## src/rtl/juice_vend_if.sv

```systemverilog
// Front-end / actuator signal bundle for the juice vending controller.
// master = coin/keypad front end and dispenser model, slave = controller.
interface juice_vend_if #(
  parameter int CREDIT_W = 4
);
  logic                coin_valid;
  logic [2:0]          coin_value;
  logic                sel_valid;
  logic [1:0]          sel;
  logic                cancel;
  logic                disp_done;
  logic                disp_req_1;
  logic                disp_req_2;
  logic                change_pulse;
  logic [CREDIT_W-1:0] credit;
  logic                reject;
  logic                fault;
  logic                busy;

  modport master (
    output coin_valid, coin_value, sel_valid, sel, cancel, disp_done,
    input  disp_req_1, disp_req_2, change_pulse, credit, reject, fault, busy
  );

  modport slave (
    input  coin_valid, coin_value, sel_valid, sel, cancel, disp_done,
    output disp_req_1, disp_req_2, change_pulse, credit, reject, fault, busy
  );
endinterface

```

## src/rtl/juice_vend_controller.sv

```systemverilog
// Juice vending sequencer: coin credit, product selection, dispenser
// request/done handshake with timeout, and one-unit-at-a-time change payout.
module juice_vend_controller #(
  parameter int PRICE_1    = 1,
  parameter int PRICE_2    = 2,
  parameter int CREDIT_W   = 4,
  parameter int MAX_CREDIT = 9,
  parameter int TIMEOUT    = 16
) (
  input  logic       clk,
  input  logic       reset,
  juice_vend_if.slave bus
);
  localparam int CNT_W = (TIMEOUT > 1) ? $clog2(TIMEOUT) : 1;
  localparam logic [CREDIT_W-1:0] PRICE1_C = CREDIT_W'(PRICE_1);
  localparam logic [CREDIT_W-1:0] PRICE2_C = CREDIT_W'(PRICE_2);
  localparam logic [CREDIT_W-1:0] ONE_C    = CREDIT_W'(1);
  localparam logic [CREDIT_W:0]   MAX_C    = (CREDIT_W+1)'(MAX_CREDIT);
  localparam logic [CNT_W-1:0]    CNT_LAST = CNT_W'(TIMEOUT - 1);

  typedef enum logic [1:0] {
    ACCUM        = 2'd0,
    DISPENSE     = 2'd1,
    CHANGE_PULSE = 2'd2,
    CHANGE_GAP   = 2'd3
  } state_t;

  state_t              state_reg;
  logic [CREDIT_W-1:0] credit_reg;
  logic [CREDIT_W-1:0] price_reg;
  logic [CNT_W-1:0]    timer_reg;
  logic                disp_req_1_reg;
  logic                disp_req_2_reg;
  logic                change_pulse_reg;
  logic                reject_reg;
  logic                fault_reg;
  logic                busy_reg;

  // One bit wider than the credit so an oversized coin cannot wrap.
  logic [CREDIT_W:0]   coin_sum;
  logic                coin_legal;
  logic                sel_legal;
  logic [CREDIT_W-1:0] sel_price;

  assign coin_sum   = {1'b0, credit_reg} + (CREDIT_W+1)'(bus.coin_value);
  assign coin_legal = (bus.coin_value == 3'd1) || (bus.coin_value == 3'd2) ||
                      (bus.coin_value == 3'd5);

  always_comb begin
    sel_legal = 1'b0;
    sel_price = '0;
    case (bus.sel)
      2'b01: begin
        sel_legal = 1'b1;
        sel_price = PRICE1_C;
      end
      2'b10: begin
        sel_legal = 1'b1;
        sel_price = PRICE2_C;
      end
      default: ;
    endcase
  end

  always_ff @(posedge clk) begin
    if (reset) begin
      state_reg        <= ACCUM;
      credit_reg       <= '0;
      price_reg        <= '0;
      timer_reg        <= '0;
      disp_req_1_reg   <= 1'b0;
      disp_req_2_reg   <= 1'b0;
      change_pulse_reg <= 1'b0;
      reject_reg       <= 1'b0;
      fault_reg        <= 1'b0;
      busy_reg         <= 1'b0;
    end else begin
      reject_reg       <= 1'b0;
      fault_reg        <= 1'b0;
      change_pulse_reg <= 1'b0;
      case (state_reg)
        ACCUM: begin
          if (bus.cancel && (credit_reg != '0)) begin
            state_reg <= CHANGE_PULSE;
            busy_reg  <= 1'b1;
          end else if (bus.coin_valid) begin
            // A selection in the same cycle as a coin is dropped silently.
            if (coin_legal && (coin_sum <= MAX_C)) begin
              credit_reg <= coin_sum[CREDIT_W-1:0];
            end else begin
              reject_reg <= 1'b1;
            end
          end else if (bus.sel_valid && !bus.cancel) begin
            if (!sel_legal || (credit_reg < sel_price)) begin
              reject_reg <= 1'b1;
            end else begin
              credit_reg     <= credit_reg - sel_price;
              price_reg      <= sel_price;
              disp_req_1_reg <= (bus.sel == 2'b01);
              disp_req_2_reg <= (bus.sel == 2'b10);
              timer_reg      <= '0;
              state_reg      <= DISPENSE;
              busy_reg       <= 1'b1;
            end
          end
        end
        DISPENSE: begin
          reject_reg <= bus.coin_valid;
          if (bus.disp_done) begin
            disp_req_1_reg <= 1'b0;
            disp_req_2_reg <= 1'b0;
            timer_reg      <= '0;
            state_reg      <= (credit_reg != '0) ? CHANGE_PULSE : ACCUM;
            busy_reg       <= (credit_reg != '0);
          end else if (timer_reg == CNT_LAST) begin
            // Dispenser never answered: refund the price and pay it all back.
            disp_req_1_reg <= 1'b0;
            disp_req_2_reg <= 1'b0;
            timer_reg      <= '0;
            credit_reg     <= credit_reg + price_reg;
            fault_reg      <= 1'b1;
            state_reg      <= CHANGE_PULSE;
          end else begin
            timer_reg <= timer_reg + CNT_W'(1);
          end
        end
        CHANGE_PULSE: begin
          reject_reg       <= bus.coin_valid;
          change_pulse_reg <= 1'b1;
          credit_reg       <= credit_reg - ONE_C;
          state_reg        <= CHANGE_GAP;
        end
        CHANGE_GAP: begin
          reject_reg <= bus.coin_valid;
          state_reg  <= (credit_reg != '0) ? CHANGE_PULSE : ACCUM;
          busy_reg   <= (credit_reg != '0);
        end
        default: begin
          state_reg      <= ACCUM;
          credit_reg     <= '0;
          timer_reg      <= '0;
          disp_req_1_reg <= 1'b0;
          disp_req_2_reg <= 1'b0;
          busy_reg       <= 1'b0;
        end
      endcase
    end
  end

  assign bus.disp_req_1   = disp_req_1_reg;
  assign bus.disp_req_2   = disp_req_2_reg;
  assign bus.change_pulse = change_pulse_reg;
  assign bus.credit       = credit_reg;
  assign bus.reject       = reject_reg;
  assign bus.fault        = fault_reg;
  assign bus.busy         = busy_reg;
endmodule

```

## src/flat_wrapper.sv

```systemverilog
// flat-port wrapper written by rule: the top's interface ports become plain ports
module juice_vend_controller_flat 
#(
  parameter int PRICE_1    = 1,
  parameter int PRICE_2    = 2,
  parameter int CREDIT_W   = 4,
  parameter int MAX_CREDIT = 9,
  parameter int TIMEOUT    = 16
)
  (clk, reset, bus_coin_valid, bus_coin_value, bus_sel_valid, bus_sel, bus_cancel, bus_disp_done, bus_disp_req_1, bus_disp_req_2, bus_change_pulse, bus_credit, bus_reject, bus_fault, bus_busy);
  juice_vend_if #(.CREDIT_W(CREDIT_W)) bus_i ();
  input  logic clk;
  input  logic reset;
  input wire logic [$bits(bus_i.coin_valid)-1:0] bus_coin_valid;
  input wire logic [$bits(bus_i.coin_value)-1:0] bus_coin_value;
  input wire logic [$bits(bus_i.sel_valid)-1:0] bus_sel_valid;
  input wire logic [$bits(bus_i.sel)-1:0] bus_sel;
  input wire logic [$bits(bus_i.cancel)-1:0] bus_cancel;
  input wire logic [$bits(bus_i.disp_done)-1:0] bus_disp_done;
  output wire logic [$bits(bus_i.disp_req_1)-1:0] bus_disp_req_1;
  output wire logic [$bits(bus_i.disp_req_2)-1:0] bus_disp_req_2;
  output wire logic [$bits(bus_i.change_pulse)-1:0] bus_change_pulse;
  output wire logic [$bits(bus_i.credit)-1:0] bus_credit;
  output wire logic [$bits(bus_i.reject)-1:0] bus_reject;
  output wire logic [$bits(bus_i.fault)-1:0] bus_fault;
  output wire logic [$bits(bus_i.busy)-1:0] bus_busy;
  assign bus_i.coin_valid = bus_coin_valid;
  assign bus_i.coin_value = bus_coin_value;
  assign bus_i.sel_valid = bus_sel_valid;
  assign bus_i.sel = bus_sel;
  assign bus_i.cancel = bus_cancel;
  assign bus_i.disp_done = bus_disp_done;
  assign bus_disp_req_1 = bus_i.disp_req_1;
  assign bus_disp_req_2 = bus_i.disp_req_2;
  assign bus_change_pulse = bus_i.change_pulse;
  assign bus_credit = bus_i.credit;
  assign bus_reject = bus_i.reject;
  assign bus_fault = bus_i.fault;
  assign bus_busy = bus_i.busy;
  juice_vend_controller #(.PRICE_1(PRICE_1), .PRICE_2(PRICE_2), .CREDIT_W(CREDIT_W), .MAX_CREDIT(MAX_CREDIT), .TIMEOUT(TIMEOUT)) u_core (.clk(clk), .reset(reset), .bus(bus_i));
endmodule
```

## config.mk

```make
export PLATFORM = sky130hd
export DESIGN_NAME = juice_vend_controller_flat
export DESIGN_NICKNAME = d
export VERILOG_FILES = /design/src/rtl/juice_vend_if.sv /design/src/rtl/juice_vend_controller.sv /design/src/flat_wrapper.sv
export SDC_FILE = /design/constraint.sdc
export NUM_CORES = 1
export LEC_CHECK = 0
export BUFFER_PORTS_ARGS = -buffer_cell sky130_fd_sc_hd__buf_2
export CELL_PAD_IN_SITES_DETAIL_PLACEMENT = 1
export CELL_PAD_IN_SITES_GLOBAL_PLACEMENT = 1
export CORE_ASPECT_RATIO = 1.5
export CORE_MARGIN = 2
export CORE_UTILIZATION = 36
export DETAILED_ROUTE_END_ITERATION = 10
export PLACE_DENSITY = 0.66
export SLEW_MARGIN = 15
export SYNTH_ARGS = -nofsm -noshare
export SYNTH_HDL_FRONTEND = slang
export SYNTH_SLANG_ARGS = --single-unit
```

## constraint.sdc

```tcl
create_clock -name clk -period 2.81 [get_ports clk]
set_input_delay 0.1405 -clock clk [delete_from_list [all_inputs] [get_ports clk]]
set_output_delay 0.1405 -clock clk [all_outputs]
set_load 0.03 [all_outputs]
```

# Word level (Yosys, flattened, before mapping)
# Cells that the tools add are included.
[word_totals]
register_bits = 20
in_bits = 11
elab_cells = 117
[op_classes]
addsub = 5
n_lt_le_gt_ge = 2
n_eq_ne = 23
mux = 51
bitwise = 4
reduce_logical = 22
[ops]
columns = ["op", "count"]
rows = [
  ["2-to-1 mux 4 bit", 13],
  ["2-to-1 mux 1 bit", 23],
  ["!= test 3 x 2 -> 1 bit (second input constant)", 5],
  ["AND reduction 5 bit", 3],
  ["2-to-1 mux 2 bit", 7],
  ["one-hot mux 4 bit (3 select lines)", 1],
  ["!= test 2 bit (second input constant)", 5],
  ["one-hot mux 2 bit (4 select lines)", 1],
  ["one-hot mux 4 bit (2 select lines)", 1],
  ["AND reduction 7 bit", 1],
  ["equality test 2 bit (second input constant)", 3],
  ["one-hot mux 1 bit (2 select lines)", 3],
  ["AND reduction 6 bit", 1],
  ["nonzero test 3 bit", 2],
  ["OR reduction 3 bit", 2],
  ["adder 4 x 3 -> 5 bit", 1],
  ["<= comparator 5 x 4 -> 1 bit (second input constant)", 1],
  ["adder 4 x 1 -> 4 bit (second input constant)", 1],
  ["adder 4 bit", 1],
  ["equality test 2 x 1 -> 1 bit (second input constant)", 2],
  ["equality test 4 bit (second input constant)", 1],
  ["< comparator 4 x 2 -> 1 bit", 1],
  ["!= test 2 x 1 -> 1 bit (second input constant)", 2],
  ["NOT 1 bit", 4],
  ["17 further kinds", 22],
]

# Logic depth before layout (Yosys ltp)
# Gate-level depths: netlist of run 1.
[logic_depth]
ltp_word = 10
ltp_mapped = 10
depth_no_buf = 10

# Worst setup path after synthesis of run 1
# OpenSTA, ideal clock, no wires.
[synth_timing]
path_kind = "reg2reg"
from = "reg u_core.credit_reg[0], in the netlist u_core.bus.credit[0]"
to = "reg u_core.credit_reg[3], in the netlist u_core.bus.credit[3]"
setup_ns = 0.121
arrival_time_ns = 2.519
required_time_ns = 2.689
path_slack_ns = 0.170
stages_incl_launch_ff = 10
path_cell_list = "dfxtp_1 > inv_1 > ha_1 > fa_1 > or3b_4 > a21oi_2 > a211oi_2 > o2111ai_4 > a211oi_2 > mux2_4"
[synth_between]
elab_chain_len = 6
elab_cells_between_ends = 22
cone_classes = "add/sub (4); order compare (2); eq/ne (3); mux (8); reduce/logical (5)"
[synth_rtl]
columns = ["item", "line_no", "source"]
rows = [
  ["start: declaration", "juice_vend_controller.sv:29", "logic [CREDIT_W-1:0] credit_reg;"],
  ["start signal: assignment", "juice_vend_controller.sv:89", "credit_reg <= coin_sum[CREDIT_W-1:0];"],
  ["start signal: assignment", "juice_vend_controller.sv:97", "credit_reg <= credit_reg - sel_price;"],
  ["start signal: assignment", "juice_vend_controller.sv:120", "credit_reg <= credit_reg + price_reg;"],
  ["parallel branches: the longest is 6 deep, another holds adder 4 x 3 -> 5 bit", "n/a", ""],
]
# Parallel ways; which one is timed is not known. The select of a mux whose other input is x is not followed.
# A chain may end at the register's enable or synchronous reset.

# Worst setup path after layout of run 1
# Same ends and word-level chain as after synthesis.

==> impl_metrics.csv, run 1 <==
group,metric,value,unit
status,status,"finished clean",
hold_path,whs_endpoint,"u_core.bus.reject$_SDFF_PP0_",
final_layout,drive_gt1_share,21.39,%
power_and_ir_drop,switching_share,48.08,%
final_layout,utilization,41.79,%
power_and_ir_drop,p_sw,0.8232,mW
power_and_ir_drop,clkPwrFrac,12.6,%
logic_synthesis,syn_avg_cell_area,8.959,um2
worst_setup_path,r2r-start,"u_core.bus.credit[0]$_SDFFE_PP0P_",
grt,grt_use_total,16.83,%
placement,dpl.hpwl,3151,um
final_layout,final_nets,220,
grt,grt_pass1_wl,6320,um
power_and_ir_drop,combPwrFrac,64.7,%
logic_synthesis,synth_cells,168,
sta,drv_slew,0,
power_and_ir_drop,p_int,0.8889,mW
routing,routed_wl,3745,um
power_and_ir_drop,p_seq_share,22.6,%
grt,overflow,0,
clock_tree,clk_latency,0.25,ns
sta,max-slew-margin-rel,64.03,%
logic_synthesis,synth_top_cells_by_area,"dfxtp_1, ha_1, nor2_1",
grt,grt_pass1_vias,1333,
clock_tree,cts_hold_buf,0,
worst_setup_path,crit_required,2.95,ns
sta,fin_crit_sh,92.96,%
sta,hold_viol,0,
power_and_ir_drop,power_density,1026,mW/mm2
routing,ant_nets,0,
placement,post-place-cells,228,
power_and_ir_drop,vdd_drop_max,0.4811,mV
floorplanning,io_pins,21,
worst_setup_path,cp_cell_sequence,"inv_1, ha_1, fa_1, or3b_4, a21oi_2, a211oi_2, o2111ai_4, a211oi_2, mux2_4",
worst_setup_path,cp_slowest_cell,"dfxtp_1",
hold_path,hold_depth,3,
sta,finClkSkew,0.002670,ns
logic_synthesis,syn_area,0.001505,mm2
floorplanning,die_area,0.004725,mm2
worst_setup_path,crit_buf_inv,1,
final_layout,diodes,0,
floorplanning,core_area,0.003994,mm2
floorplanning,die_y,83.20,um
logic_synthesis,ys_seq_area_share,23.94,%
worst_setup_path,critPathLaunchType,"flop",
hold_path,hp-start,"bus_sel_valid",
sta,fmax,0.3828,GHz
logic_synthesis,ys_types,48,
final_layout,final_cell_area,0.001669,mm2
clock_tree,clkSinkCount,18,
worst_setup_path,r2r-end,"u_core.bus.credit[3]$_SDFFE_PP0P_",
floorplanning,initial_core_util,37.69,%
clock_tree,clkTransAtPathRegs,0.07,ns
sta,worst-slew-pin-transition,0.5352,ns
clock_tree,htreeDepth,1,
sta,fin_tns_setup,0,ns
logic_synthesis,yosysWarnings,0,
final_layout,num-fill-cells,505,
hold_path,hp-class,"input pin to flop",
logic_synthesis,ys_ff_latch,18,
sta,period_needed,2.612,ns
grt,antenna_found_initial,0,
routing,vias,1269,
placement,dpl_worst_slack,0.1798,ns
clock_tree,clock-root-buffer,"clkbuf_8",
worst_setup_path,r2r_slack,0.20,ns
sta,finalHoldWorstSlack,0.2475,ns
worst_setup_path,reg2reg_depth,9,
final_layout,final_cell_mix,"buf_2, nor2_1, ha_1, dfxtp_1, inv_1",
placement,numPortBuffers,20,
placement,gp_congestion,0.8064,
sta,setup_viol,0,
clock_tree,post-cts-setup-buffers,0,
logic_synthesis,synth_top_area_share,23.94,%
logic_synthesis,syn_nets,200,
final_layout,multi_input_area,0.001033,mm2
routing,drcViolationCount,0,
routing,viasPerCell,5.470,
grt,grt_max_degree,20,
worst_setup_path,max_stage_delay,0.41,ns
final_layout,stdcell_count,232,
worst_setup_path,crit_fanout,7,
flow_run,maxCapViolCount,0,
worst_setup_path,cpMostUsedCell,"a211oi_2",
final_layout,seq_area,360.3,um2
worst_setup_path,cp-end-kind,"flop",
clock_tree,cts_tree,"yes",
power_and_ir_drop,cellLeakagePower,0.7618,nW
final_layout,final_common_cell,"buf_2",
worst_setup_path,critical_path_class,"flop to flop",
worst_setup_path,arrival,2.76,ns
clock_tree,ctsResizeCount,0,
placement,placed_cell_area,0.001614,mm2
final_layout,syn_to_final_growth,10.89,%
clock_tree,cts_buffer_depth,2,
floorplanning,row_count,28,
routing,first_pass_iters,3,
sta,setup_ws,0.1979,ns
routing,wl_per_cell,16.14,um
logic_synthesis,synth_top_area_cell,"dfxtp_1",
sta,rsz0062_at_grt,"false",
worst_setup_path,crit_family,"compound AO/OA/AOI/OAI gates",
routing,drtIter0Drc,31,
clock_tree,cts_buffers,3,
power_and_ir_drop,finalPower,1.712,mW
floorplanning,dieWidth,56.80,um
## logic make-up after synthesis
logic type / share of synthesized area, %
mux: 4.322
simple gates: 23.36
fa+ha+maj: 18.95
flops: 23.94
xor+xnor: 2.328
compound gates: 19.70
buf+inv: 7.398
## cell type report
type	instances	area share, %
Sequential cell	18	21.59
Inverter	17	3.823
Timing Repair Buffer	20	5.997
Tap cell	45	3.373
Clock buffer	4	3.298
Multi-Input combinational cell	128	61.92
## metal layers
metal	track usage (%)	vias to the layer above	part of all wire (%)
met5	0	-	0
met4	4.863	0	1.5
met3	1.558	4	1.8
met2	33.30	15	57
met1	18.07	625	39
li1	-	625	-
## Yosys cell counts, drive strengths merged
library cell	number
nand4b	1
or2b	2
a211o	1
nor4	1
nand4	2
nor2b	4
a211oi	7
and2b	2
nand3b	1
nand2	9
xor2	3
a21o	3
nand3	2
or4	1
a41oi	1
mux2	1
xnor2	1
o21a	1
fa	3
or4b	1
nor3b	3
or3b	1
o21ai	3
clkbuf	2
a21oi	14
buf	3
o211ai	1
nor2	18
dfxtp	18
a21boi	1
a221oi	2
inv	17
o311ai	1
ha	18
mux2i	5
o2111ai	3
or2	3
nor3	4
nand2b	4
## power groups by stage
stage	combinational, mW	clock [mW]	sequential, mW
floorplan	0.817	0	0.452
global placement	1.09	0	0.390
detailed placement	1.12	0	0.394
CTS	1.13	0.222	0.388
global route	1.24	0.232	0.399
finish	1.11	0.216	0.388
## how the worst max path moves through the flow
stage / end / cells past startpoint / startpoint
after floorplan: u_core.bus.credit[3]$_SDFFE_PP0P_ / 9 / u_core.bus.credit[0]$_SDFFE_PP0P_
after global placement: u_core.bus.credit[3]$_SDFFE_PP0P_ / 8 / u_core.bus.credit[1]$_SDFFE_PP0P_
after detailed placement: u_core.bus.credit[3]$_SDFFE_PP0P_ / 8 / u_core.bus.credit[1]$_SDFFE_PP0P_
after CTS: u_core.bus.credit[3]$_SDFFE_PP0P_ / 8 / u_core.bus.credit[1]$_SDFFE_PP0P_
after global routing: u_core.bus.credit[3]$_SDFFE_PP0P_ / 8 / u_core.bus.credit[1]$_SDFFE_PP0P_
final: u_core.bus.credit[3]$_SDFFE_PP0P_ / 9 / u_core.bus.credit[0]$_SDFFE_PP0P_
## worst reg2reg max path, stage by stage, from the launching register on
cell	delay [ns]
dfxtp_1	0.41
inv_1	0.09
ha_1	0.23
fa_1	0.41
or3b_4	0.29
a21oi_2	0.06
a211oi_2	0.30
o2111ai_4	0.19
a211oi_2	0.22
mux2_4	0.32
Power figures use the tool's default switching activity.
==> inputs of run 2 (changes only) <==
MAX_ROUTING_LAYER = met4   (was unset)
==> run 2 against run 1 <==
- flip-flop and latch count stayed put
- critical path depth is 1 lower
- register-to-register slack hardly changed
- non-clock buffer count stayed put
- setup slack better by 0.0042 ns
- largest power group unchanged
- wire length is 0.11% higher
- cell count stayed put
- clock-buffer cell count stayed put
- highest routed layer unchanged
==> impl_metrics.csv, run 2 (synthesized netlist as in run 1, its figures left out) <==
group,metric,value,unit
status,status,"finished clean",
power_and_ir_drop,vdd_drop_max,0.4805,mV
final_layout,multi_input_area,0.001033,mm2
placement,numPortBuffers,20,
sta,fmax,0.3834,GHz
final_layout,stdcell_count,232,
sta,max-slew-margin-rel,63.54,%
routing,vias,1263,
worst_setup_path,critPathLaunchType,"flop",
clock_tree,cts_hold_buf,0,
worst_setup_path,critical_path_class,"flop to flop",
sta,fin_crit_sh,92.81,%
routing,first_pass_iters,4,
worst_setup_path,max_stage_delay,0.49,ns
routing,drtIter0Drc,28,
clock_tree,clock-root-buffer,"clkbuf_8",
clock_tree,ctsResizeCount,0,
final_layout,diodes,0,
placement,dpl.hpwl,3151,um
clock_tree,clkTransAtPathRegs,0.08,ns
floorplanning,initial_core_util,37.69,%
final_layout,seq_area,360.3,um2
routing,ant_nets,0,
final_layout,final_nets,220,
worst_setup_path,arrival,2.75,ns
grt,grt_max_degree,20,
floorplanning,core_area,0.003994,mm2
final_layout,utilization,41.79,%
grt,antenna_found_initial,0,
floorplanning,dieWidth,56.80,um
sta,period_needed,2.608,ns
floorplanning,die_y,83.20,um
sta,setup_viol,0,
clock_tree,htreeDepth,1,
worst_setup_path,cp_cell_sequence,"inv_1, fa_1, or3b_4, a21oi_2, a211oi_2, o2111ai_4, a211oi_2, mux2_4",
floorplanning,row_count,28,
sta,worst-slew-pin-transition,0.5424,ns
sta,finalHoldWorstSlack,0.2462,ns
power_and_ir_drop,power_density,1027,mW/mm2
worst_setup_path,crit_buf_inv,1,
final_layout,final_cell_area,0.001669,mm2
worst_setup_path,crit_family,"compound AO/OA/AOI/OAI gates",
placement,gp_congestion,0.8182,
sta,fin_tns_setup,0,ns
floorplanning,io_pins,21,
placement,placed_cell_area,0.001614,mm2
power_and_ir_drop,finalPower,1.715,mW
placement,dpl_worst_slack,0.1798,ns
clock_tree,cts_buffer_depth,2,
grt,grt_pass1_wl,6334,um
routing,viasPerCell,5.444,
grt,grt_use_total,17.32,%
hold_path,hp-class,"input pin to flop",
final_layout,final_common_cell,"buf_2",
routing,routed_wl,3749,um
final_layout,final_cell_mix,"buf_2, nor2_1, ha_1, dfxtp_1, inv_1",
routing,wl_per_cell,16.16,um
worst_setup_path,crit_required,2.96,ns
placement,post-place-cells,228,
power_and_ir_drop,cellLeakagePower,0.7618,nW
worst_setup_path,cpMostUsedCell,"a211oi_2",
final_layout,syn_to_final_growth,10.89,%
clock_tree,post-cts-setup-buffers,0,
clock_tree,clk_latency,0.25,ns
routing,drcViolationCount,0,
sta,setup_ws,0.2021,ns
sta,rsz0062_at_grt,"false",
worst_setup_path,cp_slowest_cell,"fa_1",
floorplanning,die_area,0.004725,mm2
sta,finClkSkew,0.003685,ns
sta,drv_slew,0,
sta,hold_viol,0,
clock_tree,clkSinkCount,18,
worst_setup_path,crit_fanout,7,
clock_tree,cts_tree,"yes",
final_layout,drive_gt1_share,21.39,%
final_layout,num-fill-cells,505,
worst_setup_path,cp-end-kind,"flop",
flow_run,maxCapViolCount,0,
grt,grt_pass1_vias,1334,
grt,overflow,0,
clock_tree,cts_buffers,3,
run 2: final cells by class:
| class | count | share of cell area, % |
|---|---|---|
| multi-input combinational | 128 | 61.92 |
| clock buffer | 4 | 3.298 |
| sequential | 18 | 21.59 |
| inverter | 17 | 3.823 |
| tap | 45 | 3.373 |
| timing repair buffer | 20 | 5.997 |
run 2: power by group:
| group | leakage, nW | total [mW] | switching (mW) | internal, mW |
|---|---|---|---|---|
| clock network | 0.0288 | 0.217 | 0.0927 | 0.124 |
| registers | 0.147 | 0.388 | 0.0761 | 0.312 |
| logic | 0.586 | 1.11 | 0.657 | 0.452 |
| total | 0.762 | 1.71 | 0.826 | 0.889 |
run 2: worst paths after layout:
kind,end,start,slack [ns],depth (start not counted)
worst max-delay path,u_core.bus.credit[3]$_SDFFE_PP0P_,u_core.bus.credit[1]$_SDFFE_PP0P_,0.20,8
worst min-delay path,u_core.bus.reject$_SDFF_PP0_,bus_sel_valid,0.25,3
worst max register to register,u_core.bus.credit[3]$_SDFFE_PP0P_,u_core.bus.credit[1]$_SDFFE_PP0P_,0.20,8
worst min register to register,u_core.bus.busy$_SDFFE_PP0P_,u_core.bus.busy$_SDFFE_PP0P_,0.51,2
run 2: metal layers:
layer / GRT usage (%) / vias to the layer above / share of wire [%]
met1: 18.16 / 617 / 39
met5: - / - / 0
met3: 1.558 / 4 / 2.1
li1: - / 623 / -
met4: 4.863 / 0 / 1.5
met2: 33.30 / 19 / 57
run 2: worst min-delay path: stages:
cell and delay [ns]:
buf_2 0.11, a41oi_1 0.14, a211oi_1 0.06
==> inputs of run 3 (changes only) <==
CORE_UTILIZATION = 43   (was 36)
PLACE_DENSITY = 0.77   (was 0.66)
==> run 3 against run 2 <==
- worst hold slack worse by 0.0040 ns
- wire length is 1.2% lower
- flip-flop and latch count is the same
- clock power about the same
- via count down 0.24%
- cell count decreased by 1.3%
- core utilization rose by 7.4 points
- critical path depth increased by 1
- clock skew fell by 0.0025 ns
- critical path type unchanged
- critical endpoint unchanged
- highest routed layer unchanged
==> impl_metrics.csv, run 3 (synthesized netlist as in run 1, its figures left out) <==
group,metric,value,unit
status,status,"finished clean",
placement,numPortBuffers,20,
routing,drtIter0Drc,16,
routing,vias,1260,
final_layout,drive_gt1_share,21.39,%
grt,grt_max_degree,20,
final_layout,final_cell_area,0.001665,mm2
sta,fin_tns_setup,0,ns
floorplanning,dieWidth,52.31,um
routing,drcViolationCount,0,
floorplanning,initial_core_util,44.49,%
clock_tree,ctsResizeCount,0,
routing,first_pass_iters,4,
grt,grt_pass1_wl,6244,um
floorplanning,die_y,76.46,um
sta,finClkSkew,0.001219,ns
clock_tree,clkSinkCount,18,
worst_setup_path,critical_path_class,"flop to flop",
final_layout,final_cell_mix,"buf_2, nor2_1, ha_1, dfxtp_1, inv_1",
placement,dpl.hpwl,3027,um
worst_setup_path,arrival,2.79,ns
sta,period_needed,2.645,ns
sta,fin_crit_sh,94.12,%
worst_setup_path,critPathLaunchType,"flop",
clock_tree,cts_buffers,3,
grt,grt_pass1_vias,1321,
clock_tree,clock-root-buffer,"clkbuf_8",
worst_setup_path,crit_fanout,7,
power_and_ir_drop,vdd_drop_max,0.4987,mV
placement,gp_congestion,0.8294,
clock_tree,cts_hold_buf,0,
routing,viasPerCell,5.502,
worst_setup_path,crit_required,2.96,ns
sta,setup_ws,0.1652,ns
worst_setup_path,cp-end-kind,"flop",
power_and_ir_drop,power_density,1039,mW/mm2
sta,drv_slew,0,
clock_tree,post-cts-setup-buffers,0,
clock_tree,cts_tree,"yes",
floorplanning,die_area,0.003999,mm2
sta,rsz0062_at_grt,"false",
final_layout,final_common_cell,"buf_2",
final_layout,syn_to_final_growth,10.64,%
final_layout,final_nets,220,
floorplanning,core_area,0.003383,mm2
sta,setup_viol,0,
routing,wl_met2,2030,um
routing,drt-met1-wl,1464,um
hold_path,hp-class,"input pin to flop",
routing,wl_met3,97,um
placement,post-place-cells,225,
flow_run,maxCapViolCount,0,
clock_tree,htreeDepth,1,
placement,dpl_worst_slack,0.1621,ns
routing,ant_nets,0,
clock_tree,clk_latency,0.25,ns
routing,routed_wl,3703,um
floorplanning,row_count,26,
placement,placed_cell_area,0.001610,mm2
floorplanning,io_pins,21,
final_layout,stdcell_count,229,
routing,top_layer_used,"met4",
power_and_ir_drop,cellLeakagePower,0.7618,nW
grt,antenna_found_initial,0,
sta,max-slew-margin-rel,64.07,%
clock_tree,clkTransAtPathRegs,0.07,ns
grt,overflow,0,
clock_tree,cts_buffer_depth,2,
sta,hold_viol,0,
sta,worst-slew-pin-transition,0.5344,ns
grt,grt_use_total,21.03,%
routing,wl_per_cell,16.17,um
sta,fmax,0.3781,GHz
final_layout,diodes,0,
## run 3: layout make-up
cell class                 count  area [um2]
timing repair buffer          20       100.1
multi-input combinational    128        1033
inverter                      17       63.81
tap                           42       52.55
sequential                    18       360.3
clock buffer                   4       55.05
fill                         422        1718
## run 3: final timing paths
check | start | end | cells past startpoint | slack (ns)
min | bus_sel_valid | u_core.bus.reject$_SDFF_PP0_ | 3 | 0.24
max | u_core.bus.credit[0]$_SDFFE_PP0P_ | u_core.bus.credit[3]$_SDFFE_PP0P_ | 9 | 0.17
max reg2reg | u_core.bus.credit[0]$_SDFFE_PP0P_ | u_core.bus.credit[3]$_SDFFE_PP0P_ | 9 | 0.17
min reg2reg | u_core.bus.disp_req_1$_SDFFE_PP0P_ | u_core.bus.disp_req_1$_SDFFE_PP0P_ | 2 | 0.51
## run 3: stage by stage
step | total power, mW | util, % | hold WS (ns)
floorplan | 1.269 | - | 0.3530
global placement | 1.467 | 47.60 | 0.4717
detailed placement | 1.519 | 47.60 | 0.5025
CTS | 1.745 | 49.22 | 0.2437
global route | 1.882 | 49.22 | 0.2618
finish | 1.731 | 49.22 | 0.2422
## run 3: report_power, final
part / switching [mW] / internal (mW)
logic: 0.675 / 0.451
clock network: 0.0923 / 0.125
registers: 0.0753 / 0.312
## run 3: worst max-delay path, stage by stage (launching register included)
cell and delay, ns:
dfxtp_1 0.42, inv_1 0.09, ha_1 0.24, fa_1 0.41, or3b_4 0.29, a21oi_2 0.06, a211oi_2 0.27, o2111ai_4 0.19
a211oi_2 0.24, mux2_4 0.32
## run 3: layer usage
layer	track usage (%)	vias to the layer above
met5	-	-
met4	8.718	0
met3	2.353	10
met2	36.25	27
met1	23.64	601
li1	-	622
